**src/rtl/led_serial_receiver.sv**
```systemverilog
// Deserializer for the serial LED stream: recovers frame alignment from the
// active-low latch pulse, undoes the half swap and strobes each good word.
module led_serial_receiver #(
  parameter int WIDTH       = 16,
  parameter bit SWAP_HALVES = 1'b1,
  parameter int ERR_CNT_W   = 8
) (
  input  logic                 clk,
  input  logic                 rst_n,
  input  logic                 sdi,
  input  logic                 latch_n,
  input  logic                 err_clr,
  output logic [WIDTH-1:0]     data_out,
  output logic                 data_valid,
  output logic                 frame_err,
  output logic                 locked,
  output logic [ERR_CNT_W-1:0] err_count
);

  localparam int CNT_W = $clog2(WIDTH);

  typedef enum logic {
    ST_HUNT   = 1'b0,
    ST_LOCKED = 1'b1
  } state_t;

  state_t               state_q, state_d;
  logic [WIDTH-2:0]     shreg_q, shreg_d;
  logic [CNT_W-1:0]     bit_cnt_q, bit_cnt_d;
  logic [WIDTH-1:0]     data_out_q, data_out_d;
  logic                 data_valid_q, data_valid_d;
  logic                 frame_err_q, frame_err_d;
  logic [ERR_CNT_W-1:0] err_count_q, err_count_d;

  logic [WIDTH-1:0]     rx;
  logic [WIDTH-1:0]     rx_word;
  logic                 last_bit;

  // The current sample completes the word, so rx already holds all WIDTH bits.
  assign rx       = {shreg_q, sdi};
  assign last_bit = (bit_cnt_q == CNT_W'(WIDTH - 1));

  generate
    if (SWAP_HALVES) begin : g_swap
      assign rx_word = {rx[WIDTH/2-1:0], rx[WIDTH-1:WIDTH/2]};
    end else begin : g_noswap
      assign rx_word = rx;
    end
  endgenerate

  always_comb begin
    state_d      = state_q;
    shreg_d      = rx[WIDTH-2:0];
    bit_cnt_d    = bit_cnt_q;
    data_out_d   = data_out_q;
    data_valid_d = 1'b0;
    frame_err_d  = 1'b0;

    case (state_q)
      ST_HUNT: begin
        // The first latch seen only aligns; the partial frame is dropped.
        if (!latch_n) begin
          state_d   = ST_LOCKED;
          bit_cnt_d = '0;
          shreg_d   = '0;
        end
      end
      ST_LOCKED: begin
        if (latch_n) begin
          if (last_bit) begin
            frame_err_d = 1'b1;
            state_d     = ST_HUNT;
            bit_cnt_d   = '0;
          end else begin
            bit_cnt_d = bit_cnt_q + CNT_W'(1);
          end
        end else begin
          // A latch always realigns; only a full-length frame yields data.
          bit_cnt_d = '0;
          shreg_d   = '0;
          if (last_bit) begin
            data_out_d   = rx_word;
            data_valid_d = 1'b1;
          end else begin
            frame_err_d = 1'b1;
          end
        end
      end
      default: state_d = ST_HUNT;
    endcase

    // Clear takes priority over an error arriving on the same edge.
    err_count_d = err_count_q;
    if (err_clr) begin
      err_count_d = '0;
    end else if (frame_err_d && (err_count_q != {ERR_CNT_W{1'b1}})) begin
      err_count_d = err_count_q + ERR_CNT_W'(1);
    end
  end

  always_ff @(posedge clk or negedge rst_n) begin
    if (!rst_n) begin
      state_q      <= ST_HUNT;
      shreg_q      <= '0;
      bit_cnt_q    <= '0;
      data_out_q   <= '0;
      data_valid_q <= 1'b0;
      frame_err_q  <= 1'b0;
      err_count_q  <= '0;
    end else begin
      state_q      <= state_d;
      shreg_q      <= shreg_d;
      bit_cnt_q    <= bit_cnt_d;
      data_out_q   <= data_out_d;
      data_valid_q <= data_valid_d;
      frame_err_q  <= frame_err_d;
      err_count_q  <= err_count_d;
    end
  end

  assign data_out   = data_out_q;
  assign data_valid = data_valid_q;
  assign frame_err  = frame_err_q;
  assign locked     = (state_q == ST_LOCKED);
  assign err_count  = err_count_q;

endmodule

```
**config.mk**
```make
export PLATFORM = sky130hd
export DESIGN_NAME = led_serial_receiver
export DESIGN_NICKNAME = d
export VERILOG_FILES = /design/src/rtl/led_serial_receiver.sv
export SDC_FILE = /design/constraint.sdc
export NUM_CORES = 1
export LEC_CHECK = 0
export BUFFER_PORTS_ARGS = -buffer_cell sky130_fd_sc_hd__buf_2
export CORE_ASPECT_RATIO = 1.4
export CORE_MARGIN = 2
export CORE_UTILIZATION = 49
export DETAILED_ROUTE_END_ITERATION = 12
export GPL_TIMING_DRIVEN = 0
export PLACE_DENSITY_LB_ADDON = 0.25
export RECOVER_POWER = 50
export SYNTH_ARGS = -nofsm -noshare
export SYNTH_HDL_FRONTEND = slang
export SYNTH_SLANG_ARGS = --single-unit
```
**constraint.sdc**
```tcl
create_clock -name clk -period 1.8 [get_ports clk]
set_input_delay 0.27 -clock clk [delete_from_list [all_inputs] [get_ports clk]]
set_output_delay 0.27 -clock clk [all_outputs]
set_load 0.05 [all_outputs]
```
==> implementation parameters <==
Parameter                              Value

Outcome
  Run status ... finished clean

CTS
  # hold bufs at CTS ... 0
  Number of H-tree levels ... 2
  Clock latency at the later pin of the worst-skew pair ... 0.29 ns
  Number of CTS-inserted buffers ... 5
  Clock tree from TritonCTS ... built
  Maximum buffer depth of the clock tree ... 2
  Clock transition at the registers of the reported paths ... 0.08 ns
  # clock sinks ... 46
  CTS root buf ... clkbuf_8

Setup path
  Launch point of the critical path ... bit_cnt_q[1]$_DFFE_PN0P_
  Critical path startpoint category ... flip-flop
  Worst flop-to-flop path endpoint ... err_count[0]$_DFFE_PN0P_
  Worst Reg2Reg Path Length in Cells ... 6
  Required time reported for the critical path endpoint ... 1.98 ns
  Data arrival at the endpoint of the critical path ... 1.95 ns
  Kind of end point of the critical path ... flip-flop
  Category of the most critical setup path ... reg2reg
  FF-to-FF Start ... bit_cnt_q[1]$_DFFE_PN0P_
  Setup slack of the most critical reg-to-reg path ... 0.03 ns
  Critical Path Sink ... err_count[0]$_DFFE_PN0P_
  Largest fanout on the critical path ... 3

Placed design
  Post-Place Setup Slack ... -0.120 ns
  Half-perimeter wire length of the detailed placement result ... 2550 um
  Number of buffers added on ports ... 30
  Total cell area at the placement stage ... 2180 sq um
  Gpl congestion ... 0.898

GRT
  Global-route usage over all layers ... 18.5%
  Pin count of the biggest net entering global routing ... 47
  Antenna violations before repair ... 0
  Grt total ovfl ... 0
  Global-route wire length before repair ... 6270 um
  Via count of the first global-routing pass ... 1300

Synthesis
  Top cell type's share of synthesized area ... 59.5%
  Sequential fraction of the synthesis area ... 59.5%
  Count leader, synth ... dfrtp_1
  Count of flip-flops with a built-in enable after synthesis ... 0
  Share of flip-flops with an asynchronous set or reset ... 100%
  Top flip-flop cell by instance count after synthesis ... dfrtp_1
  Cell taking the most area after synthesis ... dfrtp_1
  Biggest area contributors in the synthesized netlist ... dfrtp_1 59%, mux2_4 7.8%, and2_1 6.1%, mux2_2 4.1%, ha_1 2.6%
  Mapped Cells ... 139
  Distinct cell type count after synthesis ... 32
  #FFs+latches synth ... 46
  Net count after synthesis ... 148
  Cell types with the highest counts after synthesis ... 46 x dfrtp_1, 19 x and2_1, 10 x mux2_4, 7 x mux2_2, 6 x a21oi_1
  Per-instance average area after synthesis ... 13.9 sq um
  Post-Synthesis Cell Area ... 1940 sq um
  Yosys warns ... 0

Timing
  Rel. slew slack ... 26.1%
  Worst Max-Slew Pin Slew ... 1.11 ns
  Slew Limit Fails ... 0
  Final hold violations ... 0
  Final setup viols ... 0
  Final critical delay including setup and external delays ... 1.77 ns
  Setup ws final ... 0.0330 ns
  Part of the cycle the worst path needs ... 98.2%
  Final worst clock skew ... 0.00748 ns
  Setup repair after global routing missed its margin ... false
  Fmax ... 566 MHz

Routing
  Detailed-routing iteration count for the pre-antenna-repair pass ... 4
  Number of vias in the routed layout ... 1224
  Residual antenna-violating net count after detailed routing ... 0
  Average wire per standard cell ... 16.4 um
  # DRC ... 0
  Average vias per placed instance ... 5.44
  Iteration-0 DRC count of the detailed router ... 33
  Total wire length after detailed routing ... 3690 um

Die
  Ports placed on the boundary ... 32
  Die Ht ... 78.4 um
  Die ar. ... 4480 sq um
  Starting utilization of the core area ... 50.3%
  Core area ... 3850 sq um
  Die Wd ... 57.1 um
  Row count ... 27

Cells and area
  Fraction of final layout cells with drive strength greater than 1 ... 40.7%
  Nets@finish ... 190
  Post-synthesis to final-layout area growth ... 20.3%
  Total inserted antenna cells ... 0
  Post-route standard cell area excluding fillers ... 2330 sq um

Power
  Worst IR Drop VDD ... 0.000658 V
  Static power due to leakage ... 1.21 nW
  Areal power density over the cells ... 774 nW/um^2

Run
  Max-cap viol count ... 0

Hold path
  Hold/Removal Path Class ... in2async
==> per-layer routing <==
| metal | track usage, % | up-vias | share of wire, % |
|---|---|---|---|
| met5 | 0 | - | 0 |
| met1 | 21.7 | 613 | 42 |
| met4 | 6.51 | 0 | 0.68 |
| met2 | 32.1 | 33 | 54 |
| li1 | - | 574 | - |
| met3 | 4.94 | 4 | 3.8 |
==> per-stage QoR <==
step / std cells / setup TNS, ns / hold slack [ns] / power (mW) / util [%]
6_report: 225 / 0 / 0.175 / 1.80 / 60.5
5_1_grt: 225 / 0 / 0.206 / 1.89 / 60.5
4_1_cts: 224 / 0 / 0.161 / 1.82 / 59.6
3_5_place_dp: 212 / -0.260 / 0.477 / 1.21 / 56.6
3_3_place_gp: 212 / -0.104 / 0.464 / 1.20 / 56.6
2_1_floorplan: 139 / 0 / -0.0256 / 1.16 / -
==> state kept, by name, summed over array words and instances, names as in the netlist <==
register    cells
bit_cnt_q       4
locked          1
data_out       16
shreg_q        15
data_valid      1
frame_err       1
err_count       8
==> kinds of logic (layout without fill, tap and decap cells) <==
family / after synthesis / after routing / synth area share (%)
buffers and inverters: 7 / 50 / 2.52
adder cells (fa/ha/maj): 4 / 4 / 2.59
multiplexers: 21 / 21 / 13.9
AND/OR/NAND/NOR: 44 / 44 / 15.3
flip-flops: 46 / 46 / 59.5
XOR/XNOR: 1 / 1 / 0.453
AO/OA/AOI/OAI: 16 / 16 / 5.82
==> cells in the final DEF (no fill, tap or decap), drive strengths merged, types with 3 or more instances in the layout <==
master	instances
dfrtp	46
buf	38
and2	19
mux2	17
clkbuf	9
a21oi	6
nor2	6
mux2i	4
and4	4
ha	4
nor3	3
a311oi	3
==> critical path: stages (launching register included) <==
cell and delay (ns):
dfrtp_1 0.41, ha_4 0.17, and3_4 0.16, ha_4 0.27
and2_4 0.15, a21boi_4 0.19, mux2_4 0.31
==> where the power goes <==
part           total [mW]  internal [mW]  switching (mW)
logic               0.133         0.0462          0.0870
registers            1.06           1.05          0.0159
clock network       0.604          0.274           0.330
total                1.80           1.37           0.433
==> worst min path at each step <==
stage                                to  slack, ns  cells past startpoint
3_5_place_dp      shreg_q[13]$_DFF_PN0_       0.48                      1
6_report        data_out[9]$_DFFE_PN0P_       0.18                      1
3_3_place_gp       shreg_q[1]$_DFF_PN0_       0.46                      1
2_1_floorplan  bit_cnt_q[0]$_DFFE_PN0P_      -0.03                      0
5_1_grt            shreg_q[0]$_DFF_PN0_       0.21                      2
4_1_cts        data_out[13]$_DFFE_PN0P_       0.16                      1
==> repair_timing <==
action / 4_1_cts / 5_1_grt
pin swaps: 2 / 4
buffers inserted: 4 / 1
cloned: 0 / 0
hold endpoints to repair: 0 / 0
setup endpoints to repair: 3 / 4
gates resized for setup: 0 / 7
==> area by class of cell <==
class / instances / area [sq um]
timing repair buffer: 35 / 186
fill: 332 / 1520
inverter: 1 / 3.75
sequential: 46 / 1150
tap: 43 / 53.8
multi-input combinational: 86 / 801
clock buffer: 6 / 72.6
buffer: 6 / 45.0
clock inverter: 2 / 13.8
Power figures use the tool's default switching activity.
